**config.mk**
```make
export PLATFORM = sky130hd
export DESIGN_NAME = cpu_trace_monitor
export DESIGN_NICKNAME = d
export VERILOG_FILES = /design/src/rtl/cpu_trace_monitor.sv
export SDC_FILE = /design/constraint.sdc
export NUM_CORES = 1
export LEC_CHECK = 0
export BUFFER_PORTS_ARGS = -buffer_cell sky130_fd_sc_hd__buf_2
export CORE_UTILIZATION = 40
export DETAILED_ROUTE_END_ITERATION = 8
export PLACE_DENSITY = 0.69
export SETUP_SLACK_MARGIN = 0.1
export SYNTH_ARGS = -nofsm -noshare
export SYNTH_HDL_FRONTEND = slang
export SYNTH_SLANG_ARGS = --single-unit
```
**constraint.sdc**
```tcl
create_clock -name clk -period 4.01 [get_ports clk]
set_input_delay 0.2005 -clock clk [delete_from_list [all_inputs] [get_ports clk]]
set_output_delay 0.2005 -clock clk [all_outputs]
set_load 0.01 [all_outputs]
```
**src/rtl/cpu_trace_monitor.sv**
```systemverilog
// cpu_trace_monitor
// Execution-trace and run-control monitor attached to a CPU retire/writeback
// interface. One entry per retired instruction is recorded into a circular
// trace buffer. The monitor also counts RUN cycles and retirements, detects
// halt, and enforces a cycle watchdog. The trace is drained through a
// valid/ready read port.
//
// Entry format, MSB to LSB: {wb_en, wb_addr, wb_data, retire_instr, retire_pc}.
// wb_addr and wb_data are stored as zero when wb_en is low.
//
// Configuration macro TRACE_STOP_ON_FULL_EN:
//   defined   - a push into a full buffer is dropped
//   undefined - flight recorder: the oldest entry is overwritten
// In both modes the sticky overflow flag is set.
//
// Ports:
//   clk, rst        rising-edge clock, asynchronous active-high reset
//   clear           synchronous restart (IDLE, counters/buffer/flags cleared)
//   start           level, IDLE -> RUN
//   retire_*, wb_*  retire/writeback observation bus
//   halt            CPU halt indication
//   rd_ready        consumer accepts rd_data
//   rd_valid        buffer non-empty
//   rd_data         oldest entry (zero when empty)
//   state           00 IDLE, 01 RUN, 10 HALTED, 11 TIMEOUT
//   cycle_count     cycles spent in RUN (saturating)
//   retire_count    entries offered for capture (saturating)
//   overflow        sticky, an entry was lost or overwritten
//   done            registered, state is HALTED or TIMEOUT
module cpu_trace_monitor #(
  parameter int DATA_W         = 8,
  parameter int PC_W           = 8,
  parameter int INSTR_W        = 16,
  parameter int DEPTH          = 16,
  parameter int TIMEOUT_CYCLES = 150,
  parameter int CNT_W          = 16,
  localparam int TRACE_W       = 4 + DATA_W + INSTR_W + PC_W
) (
  input  logic               clk,
  input  logic               rst,
  input  logic               clear,
  input  logic               start,
  input  logic               retire_valid,
  input  logic [PC_W-1:0]    retire_pc,
  input  logic [INSTR_W-1:0] retire_instr,
  input  logic               wb_en,
  input  logic [2:0]         wb_addr,
  input  logic [DATA_W-1:0]  wb_data,
  input  logic               halt,
  input  logic               rd_ready,
  output logic               rd_valid,
  output logic [TRACE_W-1:0] rd_data,
  output logic [1:0]         state,
  output logic [CNT_W-1:0]   cycle_count,
  output logic [CNT_W-1:0]   retire_count,
  output logic               overflow,
  output logic               done
);

  localparam int AW = $clog2(DEPTH);
  localparam int OW = AW + 1;
  localparam logic [CNT_W-1:0] TIMEOUT_LAST = CNT_W'(TIMEOUT_CYCLES - 1);
  localparam logic [CNT_W-1:0] CNT_MAX      = {CNT_W{1'b1}};
  localparam logic [OW-1:0]    OCC_FULL     = OW'(DEPTH);

  typedef enum logic [1:0] {
    ST_IDLE    = 2'b00,
    ST_RUN     = 2'b01,
    ST_HALTED  = 2'b10,
    ST_TIMEOUT = 2'b11
  } state_e;

  state_e             state_q, state_d;
  logic [CNT_W-1:0]   cycle_q, cycle_d;
  logic [CNT_W-1:0]   retire_q, retire_d;
  logic               done_q, done_d;
  logic               overflow_q, overflow_d;
  logic [AW-1:0]      wr_ptr_q, wr_ptr_d;
  logic [AW-1:0]      rd_ptr_q, rd_ptr_d;
  logic [OW-1:0]      occ_q, occ_d;
  logic               push_s, pop_s, full_s, wr_en_s;
  logic [TRACE_W-1:0] entry_s;
  logic [TRACE_W-1:0] mem_q [DEPTH];

  // Trace entry assembly; register fields are masked when nothing is written.
  assign entry_s = {wb_en,
                    wb_en ? wb_addr : 3'b000,
                    wb_en ? wb_data : {DATA_W{1'b0}},
                    retire_instr,
                    retire_pc};

  // Run-control FSM next state, counters and capture request.
  always_comb begin
    state_d  = state_q;
    cycle_d  = cycle_q;
    retire_d = retire_q;
    push_s   = 1'b0;
    case (state_q)
      ST_IDLE: begin
        if (start) state_d = ST_RUN;
        else       state_d = ST_IDLE;
      end
      ST_RUN: begin
        if (cycle_q != CNT_MAX) cycle_d = cycle_q + CNT_W'(1);
        else                    cycle_d = cycle_q;
        if (retire_valid) begin
          push_s = 1'b1;
          if (retire_q != CNT_MAX) retire_d = retire_q + CNT_W'(1);
          else                     retire_d = retire_q;
        end else begin
          push_s = 1'b0;
        end
        // Halt has precedence over a coincident watchdog expiry.
        if (halt)                         state_d = ST_HALTED;
        else if (cycle_q == TIMEOUT_LAST) state_d = ST_TIMEOUT;
        else                              state_d = ST_RUN;
      end
      ST_HALTED, ST_TIMEOUT: state_d = state_q;
      default:               state_d = ST_IDLE;
    endcase
    done_d = (state_d == ST_HALTED) || (state_d == ST_TIMEOUT);
  end

  assign full_s = (occ_q == OCC_FULL);
  assign pop_s  = (occ_q != {OW{1'b0}}) && rd_ready;

  // Trace buffer pointer/occupancy update and overflow tracking.
  always_comb begin
    wr_ptr_d   = wr_ptr_q;
    rd_ptr_d   = rd_ptr_q;
    occ_d      = occ_q;
    overflow_d = overflow_q;
    wr_en_s    = 1'b0;
    if (push_s && pop_s) begin
      // Simultaneous push and pop never loses data, even when full.
      wr_en_s  = 1'b1;
      wr_ptr_d = wr_ptr_q + AW'(1);
      rd_ptr_d = rd_ptr_q + AW'(1);
    end else if (push_s && full_s) begin
      overflow_d = 1'b1;
`ifdef TRACE_STOP_ON_FULL_EN
      wr_en_s = 1'b0;
`else
      // Full buffer: wr_ptr equals rd_ptr, so the oldest slot is replaced.
      wr_en_s  = 1'b1;
      wr_ptr_d = wr_ptr_q + AW'(1);
      rd_ptr_d = rd_ptr_q + AW'(1);
`endif
    end else if (push_s) begin
      wr_en_s  = 1'b1;
      wr_ptr_d = wr_ptr_q + AW'(1);
      occ_d    = occ_q + OW'(1);
    end else if (pop_s) begin
      rd_ptr_d = rd_ptr_q + AW'(1);
      occ_d    = occ_q - OW'(1);
    end else begin
      wr_en_s = 1'b0;
    end
  end

  // Control and status registers with async reset and synchronous clear.
  always_ff @(posedge clk or posedge rst) begin
    if (rst) begin
      state_q    <= ST_IDLE;
      cycle_q    <= {CNT_W{1'b0}};
      retire_q   <= {CNT_W{1'b0}};
      done_q     <= 1'b0;
      overflow_q <= 1'b0;
      wr_ptr_q   <= {AW{1'b0}};
      rd_ptr_q   <= {AW{1'b0}};
      occ_q      <= {OW{1'b0}};
    end else if (clear) begin
      state_q    <= ST_IDLE;
      cycle_q    <= {CNT_W{1'b0}};
      retire_q   <= {CNT_W{1'b0}};
      done_q     <= 1'b0;
      overflow_q <= 1'b0;
      wr_ptr_q   <= {AW{1'b0}};
      rd_ptr_q   <= {AW{1'b0}};
      occ_q      <= {OW{1'b0}};
    end else begin
      state_q    <= state_d;
      cycle_q    <= cycle_d;
      retire_q   <= retire_d;
      done_q     <= done_d;
      overflow_q <= overflow_d;
      wr_ptr_q   <= wr_ptr_d;
      rd_ptr_q   <= rd_ptr_d;
      occ_q      <= occ_d;
    end
  end

  // Trace storage; contents need no reset because rd_data is masked when empty.
  always_ff @(posedge clk) begin
    if (wr_en_s && !clear) mem_q[wr_ptr_q] <= entry_s;
  end

  assign rd_valid     = (occ_q != {OW{1'b0}});
  assign rd_data      = rd_valid ? mem_q[rd_ptr_q] : {TRACE_W{1'b0}};
  assign state        = state_q;
  assign cycle_count  = cycle_q;
  assign retire_count = retire_q;
  assign overflow     = overflow_q;
  assign done         = done_q;

endmodule

```
==> results by group <==
Yosys
  • Mux share of post-synthesis cell area: 16.6%
  • Area contributors post-synth: edfxtp_1, mux4_2, dfrtp_1
  • Number of synthesized flops with an enable pin: around 580
  • Syn_area_per_cell: between 20 and 25 sq um
  • Synth Area in XOR/XNOR: less than 1%
  • Post-synth top area cell: edfxtp_1
  • Cell variety after synth: 58
  • Mapped cell area: ~25000 sq um
  • Synthesized netlist cell count: around 1200
  • Sequential fraction of the synthesis area: between 70% and 80%
  • Yosys warnings: 0
  • Largest family of logic cells by synthesized area: multiplexers
  • Synth Net Count: around 1300
  • #FFs+latches synth: between 600 and 700
  • Post-synth top area share: 69.6%
  • Synth Area in Adders: 0.635%
  • Synth Area in Compound Gates: under 10%
  • Ys flop type: edfxtp_1
  • Async SR Flop Fraction: just under 8%
  • Post-Synth Simple-Gate Area: 3.86%

Critical path
  • R2R depth: 5
  • CP Launch Type: flip-flop
  • Worst Setup End Kind: output port
  • CP Max Fanout: between 40 and 50
  • Arrival @ worst endpoint: 3.30 ns
  • Setup CP Type: reg2out
  • Req. time, crit path: approximately 3.8 ns

STA
  • Max-Slew Margin vs Limit: around 22%
  • Final Slew Violations: 0
  • Post-layout minimum cycle time: 3.50 ns
  • Period Utilization, post-route: 87.4%
  • Slew of the pin with the lowest slew margin: ~1.2 ns
  • Post-route setup TNS: 0 ns
  • Final Setup Violations: 0
  • Final Hold Fails: 0
  • RSZ-0062 raised after global routing: no
  • Maximum clock frequency: 0.285 GHz
  • Clock Skew: roughly 0.021 ns

Min path
  • Hold depth: 1
  • HP Class: in2reg

Die
  • Io pins: between 100 and 150
  • DIE AREA: around 63000 sq um
  • Die W: about 250 um
  • Core box area: approximately 60000 sq um
  • Die Y: roughly 250 um
  • Row count: 90
  • Initial Utilization: ~41%

Power and ir drop
  • Clock power frac: 34.5%
  • Sequential share of power: between 40% and 50%
  • Worst vdd ir: 0.342 mV
  • PwrDens: around 550 nW/um^2
  • Logic gate share of total power: 19.1%
  • Leak: about 9.3 nW
  • Cell internal pwr: roughly 0.012 W
  • Sw power: about 0.0042 W
  • Sw frac: roughly a quarter

Routing
  • Residual DRC count: 0
  • Drt wl/cell: 24.0 um
  • Drt total wl: roughly 54000 um
  • Iter 0 DRT Violations: ~840
  • Vias/cell: about 5.6
  • DR pass1 iterations: 5
  • Antenna Nets Post-Route: 0
  • Vias after detailed routing: ~13000

Global routing
  • Total gr overflow: 0
  • Largest net degree at the start of global routing: 54
  • First-pass GRT wire length: about 82000 um
  • Vias in the first global route: roughly 13000
  • Gr usage total: between 10% and 20%
  • Initial antenna violation count: 2

Placed design
  • DP HPWL: around 30000 um
  • Post-place instance area: 26600 sq um
  • Port Buf Inserts: about 120
  • Gp weighted congestion: ~0.75

Flow run
  • Max-Cap Viols: 0

Cells and area
  • Final instance area: 28800 sq um
  • Multi-input gate area: between 6000 and 7000 sq um
  • Fill count: ~5000
  • Share of cells above drive strength 1: roughly 29%
  • Seq. cell area: between 15000 and 20000 sq um
  • Nets@finish: ~1500
  • Number of diodes: 0
  • Area delta synth->final: 16.1%

Run status
  • Status: completed

Clock tree
  • Clock transition at path regs: about 0.060 ns
  • Clock Path Buffers: 3
  • CTS tree: done
  • Post-CTS setup buffers: 0
  • Sink Count: ~630
  • Root Driver: clkbuf_16
  • H-tree Lvls: 2
  • Cts bufs inserted: just over 60
  • Clock Latency Late Sink: 0.64 ns
-- logic make-up after synthesis --
family / count (synthesis)
AO/OA/AOI/OAI: 111
adder cells (fa/ha/maj): 12
XOR/XNOR: 4
multiplexers: 231
AND/OR/NAND/NOR: 168
flip-flops: 625
buffers and inverters: 74
-- Yosys cell counts, types with 10 or more instances --
cell and n:
nand2_1 29, mux4_2 144, dfrtp_1 49, o21ai_0 12, buf_2 23, clkbuf_1 29
or4_1 10, nor2b_1 11, edfxtp_1 576, a21oi_1 23, and2_1 25, mux2i_1 78
nand4_1 11, inv_1 13, o22ai_1 36, nor2_1 23, nand3_1 15, ha_1 11
-- stage by stage --
step	hold slack [ns]	setup WS (ns)	util [%]	cells	total power (W)
floorplan	0.292	0.0181	-	1225	0.00956
CTS	0.104	0.258	47.4	2237	0.0161
detailed placement	0.409	0.957	43.8	2097	0.0106
global route	0.134	0.249	47.4	2237	0.0165
global placement	0.402	1.03	43.8	2097	0.0105
finish	0.143	0.506	47.4	2237	0.0159
-- power by group through the flow --
| stage | clock network [W] | registers (W) | logic (W) |
|---|---|---|---|
| finish | 0.00548 | 0.00738 | 0.00303 |
| global route | 0.00583 | 0.00741 | 0.00328 |
| CTS | 0.00560 | 0.00739 | 0.00310 |
| detailed placement | 0 | 0.00753 | 0.00306 |
| global placement | 0 | 0.00752 | 0.00302 |
| floorplan | 0 | 0.00735 | 0.00221 |
-- path summary, 6_finish.rpt --
kind,startpoint,end,slack [ns]
max,rd_ptr_q[0],rd_data[17],0.51
min,wb_en,mem_q[1][35],0.14
max reg2reg,state[1],mem_q[0][23],1.18
min reg2reg,overflow,overflow,0.52
max in group asynchronous,rst,rd_ptr_q[1],2.83
min in group asynchronous,rst,retire_count[0],0.39
-- repair_timing --
item	4_1_cts	5_1_grt
hold buffers	29	0
setup endpoints to repair	0	4
resized for setup	0	2
hold endpoints to repair	441	0
-- layout by cell type, fill, tap and decap left out, types with 13 or more instances in the layout --
cell type / count
edfxtp_1: 576
mux4_2: 144
buf_2: 115
mux2i_1: 78
clkbuf_16: 61
dfrtp_1: 46
o22ai_1: 36
dlygate4sd3_1: 29
nand2_1: 28
buf_4: 24
a21oi_1: 23
nor2_1: 21
clkinv_1: 16
nand3_1: 15
and2_1: 13
-- worst max-delay path, stage by stage, from the launching register on --
cell and delay [ns]:
dfrtp_4 1.09, buf_4 0.49, mux4_2 0.55, mux2i_1 0.24, o22ai_1 0.12, buf_2 0.16
-- flip-flops by register name (all words and copies together) (netlist names) --
name	flops
state	2
occ_q	5
done	1
retire_count	16
overflow	1
wr_ptr_q	4
cycle_count	16
mem_q	576
rd_ptr_q	4
-- metal layers --
layer / global-route usage [%] / up-vias / part of all wire [%]
met5: 0 / - / 0.049
met4: 5.52 / 4 / 2.7
met3: 2.94 / 93 / 5.6
met2: 27.6 / 373 / 49
met1: 24.1 / 6604 / 43
li1: - / 5459 / -
-- layout make-up --
type,instances,share of cell area [%]
clock inverter,37,1.15
tap,782,3.39
sequential,625,64.3
clock buffer,74,5.50
timing repair buffer,180,4.46
inverter,13,0.169
multi-input combinational,526,21.1
Note: power is estimated with default switching activity, not from simulation.
